## src/rtl/rx_pkg.sv

```systemverilog
// rx_pkg: shared widths and packer state for the RGMII receive payload path
package rx_pkg;
    localparam int AW = 14;
    localparam int WW = 32;
    localparam int NLANE = 4;
    typedef enum logic {IDLE, ACC} pack_st_e;
endpackage

```

## src/rtl/byte_packer.sv

```systemverilog
// byte_packer: packs byte-addressed writes into little-endian words, flushing on lane 3, word change or request
module byte_packer import rx_pkg::*; #(
    parameter int AW = rx_pkg::AW,
    parameter int WW = rx_pkg::WW
) (
    input  logic             rxclk,
    input  logic             rst_n,
    input  logic             i_wr,
    input  logic [AW-1:0]    i_addr,
    input  logic [7:0]       i_byte,
    input  logic             i_flush,
    output logic             o_we,
    output logic [AW-3:0]    o_waddr,
    output logic [WW-1:0]    o_wdata,
    output logic [NLANE-1:0] o_be
);
    pack_st_e         r_st, w_st;
    logic [AW-3:0]    r_wa, w_wa_in;
    logic [WW-1:0]    r_word, w_word;
    logic [NLANE-1:0] r_pbe, w_pbe;
    logic [1:0]       w_lane;
    logic             w_old, w_full;

    // An old-word flush wins the write port; a lane-3 byte arriving with it stays pending.
    always_comb begin
        w_lane = i_addr[1:0];
        w_wa_in = i_addr[AW-1:2];
        w_old = (r_st == ACC) && (i_flush || (i_wr && w_wa_in != r_wa));
        w_word = (w_old || r_st == IDLE) ? '0 : r_word;
        w_pbe = (w_old || r_st == IDLE) ? '0 : r_pbe;
        if (i_wr) begin
            w_word[{w_lane, 3'b000} +: 8] = i_byte;
            w_pbe[w_lane] = 1'b1;
        end
        w_full = i_wr && !w_old && w_lane == 2'd3;
        w_st = w_full ? IDLE : i_wr ? ACC : w_old ? IDLE : r_st;
    end

    always_ff @(posedge rxclk) begin
        if (!rst_n) begin
            r_st <= IDLE;
            r_wa <= '0;
            r_word <= '0;
            r_pbe <= '0;
            o_we <= 1'b0;
            o_waddr <= '0;
            o_wdata <= '0;
            o_be <= '0;
        end else begin
            r_st <= w_st;
            r_wa <= i_wr ? w_wa_in : r_wa;
            r_word <= w_word;
            r_pbe <= w_full ? '0 : w_pbe;
            o_we <= w_old || w_full;
            if (w_old || w_full) begin
                o_waddr <= w_old ? r_wa : w_wa_in;
                o_wdata <= w_old ? r_word : w_word;
                o_be <= w_old ? r_pbe : w_pbe;
            end
        end
    end
endmodule

```

## src/rtl/rx_payload_writer.sv

```systemverilog
// rx_payload_writer: segment tracking, length/contiguity checks and byte counting in front of the word packer
module rx_payload_writer import rx_pkg::*; #(
    parameter int AW = rx_pkg::AW,
    parameter int WW = rx_pkg::WW
) (
    input  logic             rxclk,
    input  logic             rst_n,
    input  logic [7:0]       din,
    input  logic             din_vld,
    input  logic [AW-1:0]    addr,
    input  logic [AW-1:0]    cycle,
    output logic             mem_we,
    output logic [AW-3:0]    mem_waddr,
    output logic [WW-1:0]    mem_wdata,
    output logic [NLANE-1:0] mem_be,
    output logic             frame_done,
    output logic [AW-1:0]    byte_cnt,
    output logic             err_gap,
    output logic             err_ovf
);
    logic          r_vld_d, r_have;
    logic [AW-1:0] r_len, r_exp;
    logic [AW-1:0] w_len, w_cnt1;
    logic          w_start, w_acc, w_gap, w_fall, w_hit;

    always_comb begin
        w_start = din_vld && !r_vld_d;
        w_len = w_start ? cycle : r_len;
        w_acc = din_vld && addr < w_len;
        w_gap = w_acc && !w_start && r_have && addr != r_exp;
        w_fall = r_vld_d && !din_vld;
        w_cnt1 = byte_cnt + 1'b1;
        w_hit = w_acc && w_cnt1 == w_len;
    end

    always_ff @(posedge rxclk) begin
        if (!rst_n) begin
            r_vld_d <= 1'b0;
            r_have <= 1'b0;
            r_len <= '0;
            r_exp <= '0;
            frame_done <= 1'b0;
            byte_cnt <= '0;
            err_gap <= 1'b0;
            err_ovf <= 1'b0;
        end else begin
            r_vld_d <= din_vld;
            r_have <= w_acc || (r_have && !w_start);
            r_len <= w_len;
            r_exp <= w_acc ? addr + 1'b1 : r_exp;
            frame_done <= w_hit;
            byte_cnt <= w_hit ? '0 : w_acc ? w_cnt1 : byte_cnt;
            err_gap <= err_gap || w_gap;
            err_ovf <= err_ovf || (din_vld && !w_acc);
        end
    end

    byte_packer #(.AW(AW), .WW(WW)) u_packer (
        .rxclk(rxclk),
        .rst_n(rst_n),
        .i_wr(w_acc),
        .i_addr(addr),
        .i_byte(din),
        .i_flush(w_gap || w_fall),
        .o_we(mem_we),
        .o_waddr(mem_waddr),
        .o_wdata(mem_wdata),
        .o_be(mem_be)
    );
endmodule

```

## config.mk

```make
export PLATFORM = sky130hd
export DESIGN_NAME = rx_payload_writer
export DESIGN_NICKNAME = d
export VERILOG_FILES = /design/src/rtl/rx_pkg.sv /design/src/rtl/byte_packer.sv /design/src/rtl/rx_payload_writer.sv
export SDC_FILE = /design/constraint.sdc
export NUM_CORES = 1
export LEC_CHECK = 0
export CORE_UTILIZATION = 45
export DETAILED_ROUTE_END_ITERATION = 7
export PLACE_DENSITY_LB_ADDON = 0.1
export SLEW_MARGIN = 40
export SYNTH_ARGS = -nofsm -noshare
export SYNTH_HDL_FRONTEND = slang
export SYNTH_SLANG_ARGS = --single-unit
```

## constraint.sdc

```tcl
create_clock -name rxclk -period 4.13 [get_ports rxclk]
set_input_delay 0.6195 -clock rxclk [delete_from_list [all_inputs] [get_ports rxclk]]
set_output_delay 0.6195 -clock rxclk [all_outputs]
set_load 0.02 [all_outputs]
```

=== After elaboration in Yosys (flattened, before gate mapping) ===
Index checks and enable logic that the tools add are counted.

* Register bits: 145
* Input bits: 39
* Output and inout port bits: 66
* Word-level logic and storage cells: 73

* $add $sub $neg: 3
* Order comparisons: 3
* Equality and inequality tests: 4
* Shift operators: 2
* Mux-type cells: 13
* Bitwise operators: 3
* Reduce and logical (&&, ||, !) cells: 29

{| class="wikitable"
|+ Operators by type and width
! cell !! count
|-
| two-way mux 32 bit || 3
|-
| bitwise mux 32 bit || 1
|-
| variable shift 8 x 7 -> 32 bit (first input constant) || 1
|-
| variable part select 8 x 7 -> 32 bit || 1
|-
| adder 14 x 1 -> 14 bit (second input constant) || 2
|-
| == test 14 bit || 1
|-
| logical AND 1 bit || 14
|-
| < comparator 14 bit || 1
|-
| two-way mux 14 bit || 1
|-
| inequality test 14 bit || 1
|-
| two-way mux 12 bit || 1
|-
| two-way mux 4 bit || 3
|-
| inequality test 12 bit || 1
|-
| logical OR 1 bit || 7
|-
| negation 5 -> 7 bit || 1
|-
| zero test 1 bit || 5
|-
| bitwise OR 4 bit || 1
|-
| OR reduction 2 bit || 2
|-
| < comparator 2 x 3 -> 1 bit (second input constant) || 1
|-
| two-way mux 1 bit || 3
|-
| demux 1 bit (select 2 bit) || 1
|-
| == test 2 bit (second input constant) || 1
|-
| >= comparator 2 x 1 -> 1 bit (second input constant) || 1
|-
| NOT 1 bit || 2
|-
| nonzero test 2 bit || 1
|}

=== Depth between registers and ports, before layout ===
Gate-level depths: netlist of run 1.

* Word-level depth: 16
* Depth in mapped cells: 16
* Depth with buffers taken out: 11

=== Cells and area by module ===
From an unflattened synthesis of run 1, not the netlist that was laid out.

* Cell total of the unflattened synthesis: 782
* Area, all modules: 7460.9 um2

{| class="wikitable"
|+ By module, submodules not included
! module !! times used !! cells each !! area an instance (um2) !! seq. area each (um2)
|-
| byte_packer || 1 || 452 || 4536.9 || 1961.9
|-
| rx_payload_writer || 1 || 330 || 2924.1 || 940.9
|}

=== Worst setup path before layout of run 1 ===
Ideal clock, no wire load.

* Path kind: input-to-reg
* Start point: input din_vld
* End point: register byte_cnt[10]
* Setup time: 0.117 ns
* Arrival: 3.231 ns
* Required time: 4.013 ns
* Slack: 0.781 ns
* Stages on the path: 14
* Path buffers: 4
* Cell sequence: nand2b_1 > buf_4 > buf_2 > mux2i_1 > ha_1 > nand4_1 > o21ba_2 > a211oi_1 > o21ai_1 > buf_2 > nor4_1 > nand2b_1 > buf_2 > nor2_1

* Word-level cells in the longest chain between the ends: 6
* Elaborated cells between the ends (all ways): 7
* Those cells by class: order compare (1); eq/ne (1); mux (1); reduce/logical (4)

{| class="wikitable"
|+ Ends and longest elaborated chain
! what !! line !! RTL
|-
| start: declaration || rx_payload_writer.sv:9 || <nowiki>input logic din_vld,</nowiki>
|-
| logical AND 1 bit || rx_payload_writer.sv:27 || <nowiki>w_start = din_vld && !r_vld_d;</nowiki>
|-
| two-way mux 14 bit || rx_payload_writer.sv:28 || <nowiki>w_len = w_start ? cycle : r_len;</nowiki>
|-
| < comparator 14 bit || rx_payload_writer.sv:29 || <nowiki>w_acc = din_vld && addr < w_len;</nowiki>
|-
| logical AND 1 bit || rx_payload_writer.sv:29 ||
|-
| logical AND 1 bit || rx_payload_writer.sv:33 || <nowiki>w_hit = w_acc && w_cnt1 == w_len;</nowiki>
|-
| OR reduction 2 bit (no source line) || n/a ||
|-
| end signal: assignment || rx_payload_writer.sv:52 || <nowiki>byte_cnt <= w_hit ? '0 : w_acc ? w_cnt1 : byte_cnt;</nowiki>
|-
| end: declaration || rx_payload_writer.sv:17 || <nowiki>output logic [AW-1:0] byte_cnt,</nowiki>
|}

Several ways; a longest one is shown, not always the timed one.
A chain may end at the register's enable or synchronous reset.

=== Final worst setup path of run 1 ===
* Start point: input din_vld
* End point: register u_packer.o_wdata[27]

* Word-level cells in the longest chain between the ends: 15
* Elaborated cells between the ends (all ways): 23
* Those cells by class: order compare (1); mux (5); reduce/logical (17)

{| class="wikitable"
|+ Ends and longest elaborated chain
! what !! line !! RTL
|-
| logical AND 1 bit || rx_payload_writer.sv:27 ||
|-
| two-way mux 14 bit || rx_payload_writer.sv:28 ||
|-
| < comparator 14 bit || rx_payload_writer.sv:29 ||
|-
| logical AND 1 bit || rx_payload_writer.sv:29 ||
|-
| logical AND 1 bit (3 in a row) || rx_payload_writer.sv:30 || <nowiki>w_gap = w_acc && !w_start && r_have && addr != r_exp;</nowiki>
|-
| logical OR 1 bit || rx_payload_writer.sv:64 || <nowiki>.i_flush(w_gap || w_fall),</nowiki>
|-
| logical OR 1 bit || byte_packer.sv:28 || <nowiki>w_old = (r_st == ACC) && (i_flush || (i_wr && w_wa_in != r_wa));</nowiki>
|-
| logical AND 1 bit || byte_packer.sv:28 ||
|-
| logical OR 1 bit || byte_packer.sv:29 || <nowiki>w_word = (w_old || r_st == IDLE) ? '0 : r_word;</nowiki>
|-
| two-way mux 32 bit || byte_packer.sv:29 ||
|-
| bitwise mux 32 bit || byte_packer.sv:32 || <nowiki>w_word[{w_lane, 3'b000} +: 8] = i_byte;</nowiki>
|-
| two-way mux 32 bit || byte_packer.sv:31 || <nowiki>if (i_wr) begin</nowiki>
|-
| two-way mux 32 bit || byte_packer.sv:57 || <nowiki>o_wdata <= w_old ? r_word : w_word;</nowiki>
|-
| end signal: assignment || byte_packer.sv:57 ||
|-
| end: declaration || byte_packer.sv:14 || <nowiki>output logic [WW-1:0] o_wdata,</nowiki>
|}

Several ways; a longest one is shown, not always the timed one.

==> results of run 1 <==
[logic make-up after synthesis]
logic type	synth area share
simple gates	0.1850
xor+xnor	0.09347
fa+ha+maj	0.03571
flops	0.4061
compound gates	0.1927
mux	0.03728
buf+inv	0.04971
[sequential cells by signal, indices dropped and copies added, names as in the netlist, 4 cells and up]
| register | cells |
|---|---|
| r_exp | 14 |
| u_packer.o_waddr | 12 |
| u_packer.r_pbe | 4 |
| r_len | 14 |
| u_packer.o_be | 4 |
| byte_cnt | 14 |
| u_packer.r_wa | 12 |
| u_packer.o_wdata | 32 |
| u_packer.r_word | 32 |
[how the worst max path moves through the flow]
stage	start	endpoint	slack (ns)	cells after the start
floorplan	din_vld	byte_cnt[10]	0.78	14
global placement	din_vld	u_packer.o_wdata[16]	0.06	13
detailed placement	din_vld	u_packer.o_wdata[12]	-0.03	13
CTS	din_vld	u_packer.o_waddr[1]	0.39	14
global route	din_vld	u_packer.o_waddr[5]	0.1	14
finish	din_vld	u_packer.o_wdata[27]	0.36	13
[cell type report]
class / instances / area, µm² / area share
clock inverters: 9 / 128.9 / 0.01410
flip-flops and latches: 145 / 2903 / 0.3176
clock buffers: 22 / 484.2 / 0.05298
repair buffers: 146 / 1401 / 0.1533
multi-input cells: 597 / 3909 / 0.4277
well taps: 211 / 264.0 / 0.02889
inverters: 13 / 48.80 / 0.005340
[where the power goes]
| group | switching (mW) | internal [mW] |
|---|---|---|
| Clock | 0.583 | 1.01 |
| Combinational | 0.313 | 0.233 |
| Sequential | 0.0414 | 1.46 |
| Total | 0.937 | 2.70 |
[cells in the final DEF (no fill, tap or decap), drive strengths merged, types with 18 or more instances in the layout]
cell type / count
xor2: 38
a21oi: 27
buf: 43
o21ai: 23
xnor2: 33
ha: 18
nand3: 48
clkbuf: 22
clkdlybuf4s50: 103
a211oi: 20
nor2: 123
nand2: 55
a22oi: 34
mux2i: 25
dfxtp: 145
[critical path: cells and delay by family]
| kind | cells | cell delay (ns) |
|---|---|---|
| buf+inv | 2 | 0.70 |
| fa+ha+maj | 1 | 0.29 |
| mux | 1 | 0.30 |
| compound gates | 6 | 1.47 |
| simple gates | 3 | 0.69 |
[metal layers]
metal | part of all wire | global-route usage | vias up
li1 | - | - | 3146
met1 | 0.46 | 0.3150 | 3114
met2 | 0.47 | 0.4025 | 193
met3 | 0.046 | 0.04424 | 32
met4 | 0.023 | 0.09619 | 0
met5 | 0 | 0 | -
==> run metrics, run 1 <==
CP cell instances=clkdlybuf4s50_1 -> nor2b_1 -> mux2i_1 -> ha_1 -> a21o_1 -> a21oi_1 -> o21ai_0 -> a211oi_1 -> o21ai_2 -> buf_4 -> nor2_2 -> nand3_2 -> o221ai_1; critical path peak fanout=13; vias in the first global route=6165; Vias=6485; fillers=1348; status=finished clean; hold-critical path endpoint=u_packer.o_be[2]; H-tree depth=4; Slowest cell on crit path=clkdlybuf4s50_1; DP Worst Slack=-0.03423 ns; CTS Hold Bufs=0; Final Critical Period=3.769 ns; Overall Power=3.639 mW; grt total ovfl=0; ys flop type=dfxtp_1; Final Max Slew Viols=0; Post CTS Setup Buffer Count=0; Hold Path Class=flip-flop to flip-flop; hold path start=u_packer.r_pbe[2]; RSZ-0062 raised after global routing=false; Post-synth top cells=dfxtp_1, nor2_1, nand2_1, nand3_1, clkbuf_1; Setup crit start kind=primary input; LEAKAGE=3.426 nW; Syn Std Cell Area=roughly 7000 µm²; Worst path max stage delay=approximately 0.50 ns; placer congestion estimate=around 0.9; gate count after technology mapping=825; total CTS buffers=17; Final Hold Fails=0; latest clock arrival within the worst-skew pair=0.42 ns; Worst-path clk slew=0.06 ns; final setup fails=0; antenna viol nets, final=0; design area=9139 µm²; largest net degree at the start of global routing=67; ys async rst share=0; Clk Tree Root Cell=clkbuf_16; WL final=19440 µm; R2R Path End=u_packer.o_wdata[23]; Setup TNS Final=0 ns; Syn Area/Cell=8.664 µm²; DR iter-0 viols=476; drt drc=0; cts repair resizes=0; Worst Max-Slew Pin Slew=0.7713 ns; maxcap violations=0; WL/cell=17.01 µm; sequential area share after synthesis=0.4061; layout cells sized above 1=0.09979; antenna violations before repair=0; DRT Pass-1 Iters=6; most frequent cell after synthesis=dfxtp_1; HPWL after DPL=13390 µm; Top Ports=105; area leader, netlist=dfxtp_1; Pwr Density=398.2 nW/µm²; Max Clock Skew=0.007724 ns; CTS tree=yes; Inst Count DP=1112; worst r2r src=r_vld_d; VDD IR max=around 0.39 mV; Final Cycle Share=0.9127; dpl cell area=8526 µm²; Die H=128.0 µm; WP data required=4.46 ns; Starting Density=0.4650; Setup WS post-layout=0.3608 ns; area delta synth->final=27.85%; fmax=0.2653 GHz; top cell type's share of synthesized area=0.4061; synth unique cells=64; Slew HR=0.4839; die area=between 15000 and 20000 µm²; crit end category=flip-flop; Syn. warnings=0; Reg2Reg Setup Slack=just over 0.6 ns; Max Root-Sink Buffers=2; total global-route track usage=0.2437; first-pass GRT wire length=approximately 31000 µm; Finished Core Util=0.5945; crit path DAT=just over 4 ns; Hold Path Depth=2; Sink Count=roughly 150; hold_ws=0.4701 ns; Avg Vias per Cell=around 5.7; port buffer count=~100; row count=45; Non-Filler Instances=approximately 1100; kind of critical path=primary input to flip-flop; EDFF count, synth=0; Syn Nets=just under 900; Die W=128.0 µm; core area=15370 µm²; Register-to-Register Path Depth=12; # diodes=0; flops & latches, synth=about 150; Layout Nets=977; Synth area leaders=dfxtp_1, nor2_1, xor2_1
Note: power is estimated with default switching activity, not from simulation.
==> run 2, diff against run 1 <==
Settings changed: PLACE_DENSITY set to 0.79, PLACE_DENSITY_LB_ADDON 0.1 to not set.
==> run metrics, run 2 (synthesized netlist as in run 1, its figures left out) <==
status=finished clean; crit path DAT=3.95 ns; most frequent cells in the layout=dfxtp_1, nor2_1, clkdlybuf4s50_1; DRT Pass-1 Iters=5; kind of critical path=primary input to flip-flop; total CTS buffers=17; largest net degree at the start of global routing=53; CP cell instances=clkdlybuf4s50_1 -> nor2b_1 -> buf_4 -> mux2i_1 -> ha_1 -> a21o_1 -> a21oi_1 -> o21ai_0 -> a211oi_1 -> o21a_1 -> buf_12 -> a21oi_2 -> a211o_1 -> a32o_1; core area=15370 µm²; WL/cell=16.85 µm; antenna viol nets, final=0; Layout Nets=984; grt total ovfl=0; cts repair resizes=0; Final Critical Period=3.634 ns; first-pass GRT wire length=30460 µm; CTS tree=yes; WP data required=4.44 ns; Pwr Density=406.1 nW/µm²; Worst-path clk slew=0.06 ns; drt drc=0; Top Ports=105; port buffer count=104; Post CTS Setup Buffer Count=0; Vias=6518; commonest non-fill, non-tap cell in the layout=dfxtp_1; layout cells sized above 1=0.1065; total global-route track usage=0.2391; Avg Vias per Cell=5.668; critical path peak fanout=16; H-tree depth=4; WL final=19370 µm; vias in the first global route=5985; Finished Core Util=0.6018; Worst path max stage delay=0.51 ns; area delta synth->final=29.41%; maxcap violations=0; crit end category=flip-flop; latest clock arrival within the worst-skew pair=0.42 ns; CTS Hold Bufs=0; Critical Path End=u_packer.o_wdata[1]; fmax=0.2752 GHz; Setup crit start kind=primary input; Die H=~130 µm; DR iter-0 viols=544; final setup fails=0; Slowest cell on crit path=clkdlybuf4s50_1; LEAKAGE=3.489 nW; Sink Count=145; Setup TNS Final=0 ns; Clk Tree Root Cell=clkbuf_16; Overall Power=3.756 mW; RSZ-0062 raised after global routing=false; Inst Count DP=1119; Max Root-Sink Buffers=2; top flop regs=u_packer.o_wdata: 32 flops, u_packer.r_word: 32 flops; Max Clock Skew=~0.0062 ns; Starting Density=0.4650; VDD IR max=0.2964 mV; worst r2r src=r_vld_d; # diodes=0; placer congestion estimate=0.9016; Reg2Reg Setup Slack=between 0.7 and 0.8 ns; Final Cycle Share=0.8798; die area=16390 µm²; Setup crit start=din_vld; Final Max Slew Viols=0; Final Hold Fails=0; antenna violations before repair=0; row count=between 40 and 50; R2R Path End=u_packer.o_waddr[1]; design area=9250 µm²; Hold Path Class=flip-flop to flip-flop; Worst Max-Slew Pin Slew=approximately 0.73 ns; Slew HR=0.5105; Non-Filler Instances=1150; Die W=128.0 µm; Register-to-Register Path Depth=9; HPWL after DPL=13250 µm; dpl cell area=8598 µm²
[run 2: cell count changes in the layout (fill, tap and decap cells not counted), sizes merged]
cell	change
inv	-1
clkinvlp	-1
bufinv	+2
clkinv	+1
buf	+7
clkbuf	-1
[run 2: worst min path at each step]
| stage | from | endpoint | slack, ns | depth (start not counted) |
|---|---|---|---|---|
| final | u_packer.r_pbe[2] | u_packer.o_be[2] | 0.47 | 2 |
| after global routing | u_packer.r_pbe[2] | u_packer.o_be[2] | 0.48 | 2 |
| after CTS | u_packer.r_pbe[2] | u_packer.o_be[2] | 0.47 | 2 |
| after detailed placement | u_packer.r_pbe[2] | u_packer.o_be[2] | 0.46 | 2 |
| after global placement | u_packer.r_pbe[1] | u_packer.o_be[1] | 0.45 | 2 |
| after floorplan | u_packer.r_pbe[0] | u_packer.o_be[0] | 0.44 | 2 |
[run 2: final cells by class]
| type | count | area [µm²] |
|---|---|---|
| fill | 1313 | 6121 |
| multi-input combinational | 597 | 3916 |
| sequential | 145 | 2903 |
| timing repair buffer | 153 | 1466 |
| clock buffer | 21 | 470.5 |
| tap | 211 | 264.0 |
| clock inverter | 10 | 181.4 |
| inverter | 13 | 48.80 |
[run 2: metal layers]
| layer | vias up | routed length [µm] | track usage |
|---|---|---|---|
| met1 | 3093 | 8644 | 0.3134 |
| met2 | 245 | 9125 | 0.3875 |
| li1 | 3150 | - | - |
| met4 | 0 | 307 | 0.06713 |
| met5 | - | 0 | 0 |
| met3 | 30 | 1296 | 0.06219 |
[run 2: critical path: cells and delay by family]
kind,cells,cell delay [ns]
compound gates,8,1.76
fa+ha+maj,1,0.28
buf+inv,3,0.85
mux,1,0.25
simple gates,1,0.19
[run 2: power by group]
part | switching (mW) | total (mW) | internal (mW)
clock network | 0.583 | 1.70 | 1.11
logic | 0.318 | 0.559 | 0.241
registers | 0.0422 | 1.50 | 1.46
[run 2: metrics by stage]
stage,hold WS (ns),setup WS [ns]
CTS,0.4709,0.5474
finish,0.4719,0.4964
floorplan,0.4385,0.7814
detailed placement,0.4608,0.1101
global placement,0.4498,0.1586
global route,0.4829,0.2793
